$ cat src/rtl/cla_div_seq.sv
// Sequential restoring divider: one quotient bit per clock through a shared 32-bit CLA.
// Optional signed support is compiled in with `define CLA_DIV_SIGNED_EN.
`timescale 1ns/1ps

module cla (
  input  logic [31:0] a,
  input  logic [31:0] b,
  input  logic        cin,
  output logic [31:0] s
);
  logic [31:0] g;
  logic [31:0] p;
  logic [31:0] c;
  logic [8:0]  gc;
  logic [7:0]  grp_g;
  logic [7:0]  grp_p;

  // Two-level lookahead: 4-bit groups, group carries chained from the group G/P terms.
  // NOTE: every variable written in an always_comb gets a value on every path; a
  // missing default on any path would infer a latch.
  always_comb begin
    g     = a & b;
    p     = a ^ b;
    c     = '0;
    gc    = '0;
    grp_g = '0;
    grp_p = '0;
    gc[0] = cin;
    for (int i = 0; i < 8; i++) begin
      grp_g[i] = g[4*i+3]
               | (p[4*i+3] & g[4*i+2])
               | (p[4*i+3] & p[4*i+2] & g[4*i+1])
               | (p[4*i+3] & p[4*i+2] & p[4*i+1] & g[4*i]);
      grp_p[i] = &p[4*i +: 4];
      gc[i+1]  = grp_g[i] | (grp_p[i] & gc[i]);
      c[4*i]   = gc[i];
      c[4*i+1] = g[4*i] | (p[4*i] & gc[i]);
      c[4*i+2] = g[4*i+1] | (p[4*i+1] & g[4*i]) | (p[4*i+1] & p[4*i] & gc[i]);
      c[4*i+3] = g[4*i+2] | (p[4*i+2] & g[4*i+1]) | (p[4*i+2] & p[4*i+1] & g[4*i])
               | (p[4*i+2] & p[4*i+1] & p[4*i] & gc[i]);
    end
    s = p ^ c;
  end
endmodule

module cla_div_seq #(
  parameter int WIDTH = 32
) (
  input  logic             clk,
  input  logic             rst_n,
  input  logic             i_valid,
  output logic             o_ready,
  input  logic [WIDTH-1:0] i_dividend,
  input  logic [WIDTH-1:0] i_divisor,
`ifdef CLA_DIV_SIGNED_EN
  input  logic             i_signed,
`endif
  output logic             o_valid,
  input  logic             i_ready,
  output logic [WIDTH-1:0] o_quotient,
  output logic [WIDTH-1:0] o_remainder,
  output logic             o_divzero
);

  if (WIDTH != 32) begin : g_width_check
    $error("cla_div_seq: WIDTH must be 32");
  end

  typedef enum logic [1:0] {IDLE, BUSY, DONE} state_t;

  state_t      state_q, state_d;
  logic [31:0] rem_q, rem_d;
  logic [31:0] quo_q, quo_d;
  logic [31:0] div_q, div_d;
  logic [4:0]  cnt_q, cnt_d;
  logic        neg_quo_q, neg_quo_d;
  logic        neg_rem_q, neg_rem_d;
  logic        o_valid_q, o_valid_d;
  logic        o_ready_q, o_ready_d;
  logic [31:0] quotient_q, quotient_d;
  logic [31:0] remainder_q, remainder_d;
  logic        divzero_q, divzero_d;

  logic        op_signed;
  logic [31:0] mag_dividend;
  logic [31:0] mag_divisor;
  logic [31:0] cla_a;
  logic [31:0] cla_b;
  logic [31:0] cla_s;
  logic        carry_31;
  logic        cout;
  logic        ge;
  logic [31:0] rem_step;
  logic [31:0] quo_step;

`ifdef CLA_DIV_SIGNED_EN
  assign op_signed = i_signed;
`else
  assign op_signed = 1'b0;
`endif

  assign mag_dividend = (op_signed && i_dividend[31]) ? (32'd0 - i_dividend) : i_dividend;
  assign mag_divisor  = (op_signed && i_divisor[31])  ? (32'd0 - i_divisor)  : i_divisor;

  // Trial subtraction a - div computed as a + ~div + 1 on the shared adder.
  assign cla_a = {rem_q[30:0], quo_q[31]};
  assign cla_b = ~div_q;

  cla u_cla (
    .a   (cla_a),
    .b   (cla_b),
    .cin (1'b1),
    .s   (cla_s)
  );

  // Carry out recovered from the sum bit; rem_q[31] is the 33rd bit of the shifted remainder.
  assign carry_31 = cla_s[31] ^ cla_a[31] ^ cla_b[31];
  assign cout     = (cla_a[31] & cla_b[31]) | (cla_a[31] & carry_31) | (cla_b[31] & carry_31);
  assign ge       = rem_q[31] | cout;
  assign rem_step = ge ? cla_s : cla_a;
  assign quo_step = {quo_q[30:0], ge};

  always_comb begin
    state_d     = state_q;
    rem_d       = rem_q;
    quo_d       = quo_q;
    div_d       = div_q;
    cnt_d       = cnt_q;
    neg_quo_d   = neg_quo_q;
    neg_rem_d   = neg_rem_q;
    o_valid_d   = o_valid_q;
    o_ready_d   = o_ready_q;
    quotient_d  = quotient_q;
    remainder_d = remainder_q;
    divzero_d   = divzero_q;
    case (state_q)
      IDLE: begin
        if (i_valid) begin
          o_ready_d = 1'b0;
          div_d     = mag_divisor;
          neg_quo_d = op_signed & (i_dividend[31] ^ i_divisor[31]);
          neg_rem_d = op_signed & i_dividend[31];
          if (i_divisor == 32'd0) begin
            state_d     = DONE;
            o_valid_d   = 1'b1;
            quotient_d  = 32'hFFFF_FFFF;
            remainder_d = i_dividend;
            divzero_d   = 1'b1;
          end else begin
            state_d = BUSY;
            rem_d   = 32'd0;
            quo_d   = mag_dividend;
            cnt_d   = 5'd31;
          end
        end
      end
      BUSY: begin
        rem_d = rem_step;
        quo_d = quo_step;
        cnt_d = cnt_q - 5'd1;
        if (cnt_q == 5'd0) begin
          // Last iteration lands directly in the output registers with sign fix-up applied.
          state_d     = DONE;
          o_valid_d   = 1'b1;
          quotient_d  = neg_quo_q ? (32'd0 - quo_step) : quo_step;
          remainder_d = neg_rem_q ? (32'd0 - rem_step) : rem_step;
          divzero_d   = 1'b0;
        end
      end
      DONE: begin
        if (i_ready) begin
          state_d   = IDLE;
          o_valid_d = 1'b0;
          o_ready_d = 1'b1;
        end
      end
      default: begin
        state_d   = IDLE;
        o_valid_d = 1'b0;
        o_ready_d = 1'b1;
      end
    endcase
  end

  // NOTE: state is updated only with non-blocking assignments so every flop samples
  // pre-edge values regardless of block ordering. Datapath registers are reset too,
  // so a reset mid-operation leaves no stale partial result behind.
  always_ff @(posedge clk or negedge rst_n) begin
    if (!rst_n) begin
      state_q     <= IDLE;
      rem_q       <= 32'd0;
      quo_q       <= 32'd0;
      div_q       <= 32'd0;
      cnt_q       <= 5'd0;
      neg_quo_q   <= 1'b0;
      neg_rem_q   <= 1'b0;
      o_valid_q   <= 1'b0;
      o_ready_q   <= 1'b1;
      quotient_q  <= 32'd0;
      remainder_q <= 32'd0;
      divzero_q   <= 1'b0;
    end else begin
      state_q     <= state_d;
      rem_q       <= rem_d;
      quo_q       <= quo_d;
      div_q       <= div_d;
      cnt_q       <= cnt_d;
      neg_quo_q   <= neg_quo_d;
      neg_rem_q   <= neg_rem_d;
      o_valid_q   <= o_valid_d;
      o_ready_q   <= o_ready_d;
      quotient_q  <= quotient_d;
      remainder_q <= remainder_d;
      divzero_q   <= divzero_d;
    end
  end

  assign o_valid     = o_valid_q;
  assign o_ready     = o_ready_q;
  assign o_quotient  = quotient_q;
  assign o_remainder = remainder_q;
  assign o_divzero   = divzero_q;

endmodule

$ cat config.mk
export PLATFORM = sky130hd
export DESIGN_NAME = cla_div_seq
export DESIGN_NICKNAME = d
export VERILOG_FILES = /design/src/rtl/cla_div_seq.sv
export SDC_FILE = /design/constraint.sdc
export NUM_CORES = 1
export LEC_CHECK = 0
export BUFFER_PORTS_ARGS = -buffer_cell sky130_fd_sc_hd__clkbuf_2
export CAP_MARGIN = 15
export CORE_MARGIN = 10
export CORE_UTILIZATION = 55
export CTS_CLUSTER_DIAMETER = 80
export CTS_CLUSTER_SIZE = 16
export DETAILED_ROUTE_END_ITERATION = 10
export PLACE_DENSITY = 0.75
export SYNTH_ARGS = -nofsm -noshare
export SYNTH_HDL_FRONTEND = slang
export SYNTH_SLANG_ARGS = --single-unit
$ cat constraint.sdc
create_clock -name clk -period 6.8 [get_ports clk]
set_input_delay 0.34 -clock clk [delete_from_list [all_inputs] [get_ports clk]]
set_output_delay 0.34 -clock clk [all_outputs]
set_load 0.005 [all_outputs]
==> Yosys cells after proc, flatten, opt, wreduce, memory -nomap -nowiden <==
Cells that the tools add are included.
{ "word_totals": {"register_bits": 170, "latch_bits": 0, "ram_bits": 0, "rom_bits": 0, "input_bits": 68, "output_inout_bits": 67, "word_cells": 267, "n_memories": 0} }
{ "op_classes": {"n_addsub": 1, "n_mul": 0, "n_div": 0, "magnitude_cmp": 0, "eq_ne": 7, "n_shift": 0, "muxes": 33, "n_bitwise": 199, "n_reduce_logical": 17} }
{ "op_table": {"columns": ["op", "count"], "rows": [
  ["$mux W32", 11],
  ["$pmux W32 S2", 4],
  ["$and A1 B1 Y1", 113],
  ["$or A1 B1 Y1", 79],
  ["$xor A32 B32 Y32", 2],
  ["$reduce_and A4 Y1", 9],
  ["$logic_not A32 Y1", 1],
  ["$not A32 Y32", 1],
  ["$and A31 B31 Y31", 1],
  ["$mux W5", 2],
  ["$ne A2 B2 Y1 const B", 5],
  ["$pmux W5 S2", 1],
  ["$reduce_and A3 Y1", 3],
  ["$mux W2", 4],
  ["$mux W1", 7],
  ["$pmux W1 S3", 2],
  ["$pmux W2 S3", 1],
  ["$logic_not A5 Y1", 1],
  ["$sub A5 B1 Y5 const B", 1],
  ["$eq A2 B1 Y1 const B", 1],
  ["$eq A2 B2 Y1 const B", 1],
  ["$logic_not A2 Y1", 1],
  ["$pmux W1 S2", 1],
  ["$reduce_and A2 Y1", 1],
  ["other kinds (3)", 4]
]} }

==> Longest topological paths before layout <==
Gate-level depths: netlist of the first run.
{ "depth": {"depth_word": 31, "ltp_mapped": 13, "ltp_nobuf": 13} }

==> Hierarchy <==
Synthesis of the first run repeated with hierarchy kept, for this count alone.
{ "unflattened": {"hier_cells": 871, "area_unflattened_um2": 9135.0} }
{ "modules_own_cells": {"columns": ["mod", "instances", "cells_per_inst", "area_per_inst_um2", "seq_area_each_um2"], "rows": [
  ["cla_div_seq", 1, 713, 7833.8, 4255.3],
  ["cla", 1, 158, 1301.2, 0.0]
]} }

==> Least setup slack after synthesis of the first run <==
No wires, ideal clock.
{ "synth_path": {"path_kind": "register to register", "start": "reg rem_q[21]", "end": "reg remainder_q[16] (netlist: o_remainder[16])", "setup_ns": 0.142, "arrival_ns": 2.737, "required_time_ns": 6.658, "path_slack_ns": 3.920, "stages_incl_launch_ff": 11, "path_buffers": 1, "synth_period_minus_slack_ns": 2.880, "cell_sequence": "dfrtp_1 -> ha_1 -> a21o_1 -> a31o_1 -> a221o_1 -> o31a_1 -> o31a_1 -> nor2_8 -> buf_12 -> mux2i_1 -> o221ai_1"} }
{ "synth_via": {"elab_chain_cells": 20, "elab_cells_between_ends": 28, "classes_between": "3 x mux; 24 x bitwise; 1 x reduce/logical"} }
{ "synth_lines": {"columns": ["element", "line", "rtl"], "rows": [
  ["from (decl)", "72", "logic [31:0] rem_q, rem_d;"],
  ["from (signal assigned)", "204", "rem_q <= rem_d;"],
  ["$and A31 B31 Y31 / $xor A32 B32 Y32 (equally long branches)", "22, 23", null],
  ["$and A1 B1 Y1 (on tied branches)", "31, 32, 33", null],
  ["$or A1 B1 Y1 (tied with other cells)", "31", "| (p[4*i+3] & g[4*i+2])"],
  ["$or A1 B1 Y1 / $and A1 B1 Y1 (equally long branches)", "32, 33", null],
  ["$or A1 B1 Y1", "33", "| (p[4*i+3] & p[4*i+2] & p[4*i+1] & g[4*i]);"],
  ["$or A1 B1 Y1 *", "35", "gc[i+1] = grp_g[i] | (grp_p[i] & gc[i]);"],
  ["$and A1 B1 Y1 *", "35", null],
  ["$or A1 B1 Y1 *", "35", null],
  ["[3 not listed]", null, null],
  ["$xor A1 B1 Y1 * (2 in series)", "117", "assign carry_31 = cla_s[31] ^ cla_a[31] ^ cla_b[31];"],
  ["$and A1 B1 Y1", "118", "assign cout = (cla_a[31] & cla_b[31]) | (cla_a[31] & carry_31) | (cla_b[31] & carry_31);"],
  ["$or A1 B1 Y1", "118", null],
  ["$or A1 B1 Y1 *", "118", null],
  ["$or A1 B1 Y1 *", "119", "assign ge = rem_q[31] | cout;"],
  ["$mux W32 *", "120", "assign rem_step = ge ? cla_s : cla_a;"],
  ["$mux W32 *", "161", "if (cnt_q == 5'd0) begin"],
  ["$pmux W32 S2 *", "136", "case (state_q)"],
  ["to (signal assigned)", "213", "remainder_q <= remainder_d;"],
  ["to (decl)", "81", "logic [31:0] remainder_q, remainder_d;"]
]} }
Every way passes the cells marked *; elsewhere a longest branch is shown, timed or not. The select of a mux whose other input is x is not followed.
A chain may end at the register's enable or synchronous reset.

==> Final worst setup path of the first run <==
{ "layout_path": {"start": "reg state_q[1]", "end": "reg remainder_q[31] (netlist: o_remainder[31])"} }
{ "layout_via": {"elab_chain_cells": 3, "elab_cells_between_ends": 8, "classes_between": "4 x eq/ne; 1 x mux; 3 x reduce/logical"} }
{ "layout_lines": {"columns": ["element", "line", "rtl"], "rows": [
  ["from (decl)", "71", "state_t state_q, state_d;"],
  ["from (signal assigned)", "203", "state_q <= state_d;"],
  ["$eq A2 B1 Y1 / $logic_not A2 Y1 (equally long branches)", "136", null],
  ["$ne A2 B2 Y1 (no line) / $reduce_bool A2 Y1 (equally long branches)", null, null],
  ["$reduce_and A4 Y1 (no line)", null, null]
]} }
Several ways; a longest one is shown, not always the timed one.

==> flow_metrics.env, run 1 <==
export IMPL_cts_setup_buffers=0
export IMPL_vdd_drop_max_uv=296
export IMPL_netlist_area_leader_share_pct=48.3
export IMPL_dr_pass1_iters=5
export IMPL_drc=0
export IMPL_synth_edf_count=0
export IMPL_antenna_found_initial=0
export IMPL_grt_max_degree=106
export IMPL_ys_top_cells_by_area="dfrtp_1, nand2_1, o21ai_0"
export IMPL_io_buffers=134
export IMPL_cts_clk_slew_worst_paths_ns=0.07
export IMPL_run_status="finished clean"
export IMPL_worstMarginPinSlew_ns=1.06
export IMPL_rows=46
export IMPL_coreArea_sq_um=15800
export IMPL_cts_buffers=17
export IMPL_drive_gt1_share_pct=17.6
export IMPL_dp_slack_ns=2.86
export IMPL_grt_pass1_wl_um=37300
export IMPL_first_iter_violations=581
export IMPL_arrival_ns=4.32
export IMPL_required_ns=7.17
export IMPL_wire_per_inst_um=17.5
export IMPL_synth_compound_area_share_pct=17.3
export IMPL_crit_type="register to register"
export IMPL_die_h_um=146
export IMPL_cpPeakStageDelay_ns=0.88
export IMPL_fill_cells=1363
export IMPL_synthMuxAreaShare_pct=2.20
export IMPL_fin_nets=1191
export IMPL_rsz0062_at_grt="no"
export IMPL_fin_ws_ns=2.85
export IMPL_start_util_pct=55.5
export IMPL_yosysSeqAreaShare_pct=48.6
export IMPL_vias=7471
export IMPL_syn_area_per_cell_sq_um=8.98
export IMPL_cts_tree="done"
export IMPL_synth_adder_area_share_pct=6.46
export IMPL_ys_warn_count=0
export IMPL_cp_cell_sequence="nand2b_2, buf_4, a31oi_1, nor2_1, o21a_2, nand2_1, a21oi_1, a211o_1"
export IMPL_cts_hold_buffers=0
export IMPL_fin_setup_tns_ns=0
export IMPL_cpMaxStageDelayCell="o21a_2"
export IMPL_antenna_left=0
export IMPL_final_area_sq_um=10200
export IMPL_fmax_mhz=253
export IMPL_startpoint_type="register"
export IMPL_grt_pass1_vias=7042
export IMPL_syn2layout_area_growth_pct=16.4
export IMPL_syn_instance_count=975
export IMPL_slew_viol_final=0
export IMPL_yosys_area_share_simple_pct=18.5
export IMPL_hp_class="input pin to async pin"
export IMPL_syn_nets=1084
export IMPL_cts_buffer_depth=2
export IMPL_finClkSkew_ns=0.00742
export IMPL_ctsResizeCount=0
export IMPL_p_per_area_nw_per_um2=551
export IMPL_ys_ff_latch=170
export IMPL_dieArea_sq_um=21400
export IMPL_synth_top_family_by_area="simple AND/OR/NAND/NOR gates"
export IMPL_diodes=0
export IMPL_final_util_pct=64.7
export IMPL_synth_largest_area_cell="dfrtp_1"
export IMPL_dp_hpwl_um=16200
export IMPL_place_area_sq_um=9560
export IMPL_final_hold_viol_count=0
export IMPL_ys_flop_type="dfrtp_1"
export IMPL_chipWidth_um=146
export IMPL_endpoint_kind="register"
export IMPL_power_total_mw=5.62
export IMPL_synth_xor_area_share_pct=2.40
export IMPL_maxCapViolCount=0
export IMPL_clk_latency_ns=0.43
export IMPL_clock_sinks=170
export IMPL_io_pins=135
export IMPL_maxSlewHeadroom_pct=29.1
export IMPL_grt_overflow=0
export IMPL_clockRootBuffer="clkbuf_16"
export IMPL_period_needed_ns=3.95
export IMPL_min_period_over_period_pct=58.0
export IMPL_p_leak_nw=4.93
export IMPL_grt_use_total_pct=21.2
export IMPL_syn_area_sq_um=8760
export IMPL_wl_um=23000
export IMPL_place_gp_congestion=0.868
export IMPL_setup_violations=0
export IMPL_avgViaCountPerCell=5.70
export IMPL_cts_max_level=4
export IMPL_path_max_fanout=92
export IMPL_yosysUniqueCellTypes=59
export IMPL_async_flop_share_pct=100
==> worst paths after layout <==
check                                               start  cells past startpoint  slack, ns                           to
worst max-delay path               state_q[1]$_DFFE_PN0P_                      8       2.85  o_remainder[31]$_DFFE_PN0P_
worst min-delay path                                rst_n                      1       0.03        div_q[19]$_DFFE_PN0P_
worst max register to register     state_q[1]$_DFFE_PN0P_                      8       2.85  o_remainder[31]$_DFFE_PN0P_
worst min register to register  o_quotient[5]$_DFFE_PN0P_                      2       0.46    o_quotient[5]$_DFFE_PN0P_
max in group asynchronous                           rst_n                      2       5.38    o_quotient[8]$_DFFE_PN0P_
min in group clk                            i_divisor[20]                      3       0.13        div_q[20]$_DFFE_PN0P_
==> metrics by stage <==
| step | hold slack, ns | std cells |
|---|---|---|
| floorplan | 0.0444 | 975 |
| global placement | 0.450 | 1278 |
| detailed placement | 0.457 | 1278 |
| CTS | 0.0682 | 1310 |
| global route | 0.104 | 1311 |
| finish | 0.0311 | 1311 |
==> registers in the layout (all words and copies together), names as in the netlist, 2 cells and up <==
name,count
o_quotient,32
div_q,32
state_q,2
quo_q,32
rem_q,32
cnt_q,5
o_remainder,32
==> cell families after synthesis <==
| kind of cell | after synthesis |
|---|---|
| and+or+nand+nor | 381 |
| AOI/OAI and AO/OA | 241 |
| DFF | 170 |
| buffers and inverters | 99 |
| adders and majority gates | 41 |
| xor gates and xnor gates | 24 |
| muxes | 19 |
==> synthesized netlist by cell type (6+ instances only) <==
library cell  instances
xor2_1               14
nor3_1               10
xnor2_1              10
a31oi_1              41
or3_1                 6
o21ai_0              99
a21oi_1              29
mux2i_1              17
nand3_1              31
o21a_1                6
nand2_1             232
nand4_1               7
fa_1                  7
nor2_1               68
dfrtp_1             169
nor4_1               11
o21ai_1               6
ha_1                 34
clkbuf_1             45
inv_1                46
o221ai_1             14
==> power by group <==
part	internal, mW	switching [mW]	total, mW	leakage [nW]
sequential	1.51	0.350	1.86	2.07
combinational	1.06	1.71	2.77	2.57
clock	0.559	0.429	0.988	0.286
==> cell usage in the layout (no fill, tap or decap), types with 3 or more instances in the layout <==
master,count
nand2_1,232
dfrtp_1,169
clkbuf_2,133
o21ai_0,99
nor2_1,66
inv_1,46
a31oi_1,41
ha_1,34
nand3_1,31
a21oi_1,28
mux2i_1,17
clkbuf_16,17
xor2_1,14
o221ai_1,14
nor4_1,11
nor3_1,10
xnor2_1,10
nand4_1,7
fa_1,7
or3_1,6
clkinv_4,6
buf_4,6
o21a_1,5
o31ai_1,5
a21o_1,5
o21ai_1,5
a41oi_1,4
a41oi_2,4
nand2b_1,4
o31a_1,3
o21bai_1,3
o22ai_1,3
clkinvlp_4,3
==> cell type report <==
class                   count  area [sq um]  area share [%]
flip-flops and latches    170          4260            41.7
multi-input cells         706          4140            40.6
inverters                  46           173            1.69
repair buffers            141           749            7.35
clock inverters            14           169            1.66
well taps                 216           270            2.65
clock buffers              18           439            4.31
==> worst max-delay path, delay by kind of cell (launching register included) <==
family                 cells  cell delay, ns
and+or+nand+nor            3            1.16
AOI/OAI and AO/OA          4            1.49
buffers and inverters      1            0.64
DFF                        1            0.58
==> routing by layer <==
layer  track usage (%)  routed length, um  share of wire (%)
met3              4.64               1690                7.4
met4              6.21                368                1.6
met2              30.9              10000                 44
met5                 0                  0                  0
met1              30.9              10900                 48
Note: power is estimated with default switching activity, not from simulation.
==> run 2, diff against run 1 <==
Clock period 6.8 ns to 3.9 ns, I/O delays scaled along.
==> run 2 against run 1 <==
Compared with the run above:
- clock-buffer cell count up 5
- core utilization grew 0.87 points
- critical path depth is 2 higher
- non-clock buffer count is 24 higher
- combinational power up 76%
- first-iteration DRC count increased by 15%
- sequential cell count did not move
- highest routed layer unchanged
- sequential power grew 74%
- critical endpoint is now o_remainder[1]$_DFFE_PN0P_
- die area did not move
==> flow_metrics.env, run 2 (synthesis gave the netlist of run 1 again) <==
export IMPL_fill_cells=1369
export IMPL_io_pins=135
export IMPL_clock_sinks=170
export IMPL_arrival_ns=3.65
export IMPL_final_common_cell="nand2_1"
export IMPL_clockRootBuffer="clkbuf_16"
export IMPL_finClkSkew_ns=0.00653
export IMPL_diodes=0
export IMPL_whs_ns=0.00519
export IMPL_fmax_mhz=296
export IMPL_cts_clk_slew_worst_paths_ns=0.06
export IMPL_required_ns=4.17
export IMPL_path_max_fanout=15
export IMPL_start_util_pct=55.5
export IMPL_drc=0
export IMPL_vdd_drop_max_uv=395
export IMPL_rsz0062_at_grt="no"
export IMPL_p_per_area_nw_per_um2=935
export IMPL_min_period_over_period_pct=86.6
export IMPL_maxCapViolCount=0
export IMPL_cts_buffers=17
export IMPL_vias=7535
export IMPL_rows=46
export IMPL_maxSlewHeadroom_pct=36.4
export IMPL_cts_tree="done"
export IMPL_drive_gt1_share_pct=17.4
export IMPL_syn2layout_area_growth_pct=18.0
export IMPL_coreArea_sq_um=15800
export IMPL_cts_setup_buffers=0
export IMPL_slew_viol_final=0
export IMPL_run_status="finished clean"
export IMPL_wire_per_inst_um=17.5
export IMPL_antenna_found_initial=0
export IMPL_wl_um=23300
export IMPL_cts_max_level=4
export IMPL_grt_pass1_vias=7138
export IMPL_startpoint_type="register"
export IMPL_crit_type="register to register"
export IMPL_setup_violations=0
export IMPL_final_cell_mix="nand2_1, dfrtp_1, clkbuf_2, o21ai_0, nor2_1"
export IMPL_dr_pass1_iters=7
export IMPL_dieArea_sq_um=21400
export IMPL_fin_setup_tns_ns=0
export IMPL_fin_nets=1215
export IMPL_grt_overflow=0
export IMPL_endpoint_kind="register"
export IMPL_first_iter_violations=668
export IMPL_dp_hpwl_um=17000
export IMPL_antenna_left=0
export IMPL_hp_class="input pin to register"
export IMPL_grt_pass1_wl_um=38300
export IMPL_worstMarginPinSlew_ns=0.954
export IMPL_clk_latency_ns=0.42
export IMPL_io_buffers=134
export IMPL_die_h_um=146
export IMPL_period_needed_ns=3.38
export IMPL_final_hold_viol_count=0
export IMPL_ctsResizeCount=0
export IMPL_avgViaCountPerCell=5.66
export IMPL_cts_hold_buffers=18
export IMPL_grt_use_total_pct=21.8
export IMPL_place_gp_congestion=0.927
export IMPL_grt_max_degree=107
export IMPL_p_leak_nw=5.00
export IMPL_cts_buffer_depth=2
export IMPL_chipWidth_um=146
## run 2: changes by cell type in the layout (fill, tap and decap cells not counted), sizes merged
cell         change
buf              +6
bufinv           -2
clkbuf           +5
clkinv           -4
clkinvlp         -2
dlygate4sd3     +18
## run 2: layout make-up
class	instances	area, sq um	share of cell area [%]
clock buffers	23	488	4.72
clock inverters	6	40.0	0.387
inverters	46	173	1.67
multi-input cells	706	4140	40.1
flip-flops and latches	170	4260	41.2
well taps	216	270	2.61
repair buffers	165	967	9.36
## run 2: routing by layer
metal,up-vias,routed length [um],share of wire [%],global-route usage [%]
li1,3641,-,-,-
met1,3586,11200,48,32.0
met2,286,10200,43,32.1
met3,22,1750,7.5,4.85
met4,0,280,1.2,5.16
met5,-,0,0,0
## run 2: power breakdown
| part | switching [mW] | leakage, nW | total [mW] | internal, mW |
|---|---|---|---|---|
| clock | 0.665 | 0.262 | 1.54 | 0.872 |
| combinational | 3.01 | 2.68 | 4.88 | 1.87 |
| sequential | 0.612 | 2.07 | 3.24 | 2.63 |
## run 2: worst max-delay path: stages (launching register included)
cell and delay (ns):
dfrtp_1 0.41, ha_1 0.38, nand4_1 0.18, or3_1 0.40, nor4_2 0.40, o311a_1 0.32, o31ai_4 0.11, nand2_1 0.27
buf_4 0.32, mux2i_1 0.29, o221ai_1 0.13
## run 2: through the flow
stage	std cells	total power [mW]	setup WS (ns)	instance area, sq um	utilization, %
6_report	1332	9.66	0.521	10300	65.5
2_1_floorplan	975	6.54	1.02	8760	-
4_1_cts	1332	9.66	0.572	10300	65.5
3_3_place_gp	1285	7.98	0.716	9630	61.1
5_1_grt	1332	10.5	0.314	10300	65.5
3_5_place_dp	1285	8.09	0.585	9630	61.1
## run 2: worst paths after layout
path | from | end | slack (ns) | cells past startpoint
setup / recovery | rem_q[9]$_DFFE_PN0P_ | o_remainder[1]$_DFFE_PN0P_ | 0.52 | 10
hold / removal | i_divisor[21] | div_q[21]$_DFFE_PN0P_ | 0.005 | 3
setup reg to reg | rem_q[9]$_DFFE_PN0P_ | o_remainder[1]$_DFFE_PN0P_ | 0.52 | 10
hold reg to reg | o_quotient[5]$_DFFE_PN0P_ | o_quotient[5]$_DFFE_PN0P_ | 0.46 | 2
max in group asynchronous | rst_n | rem_q[15]$_DFFE_PN0P_ | 2.54 | 3
min in group asynchronous | rst_n | div_q[19]$_DFFE_PN0P_ | 0.47 | 2
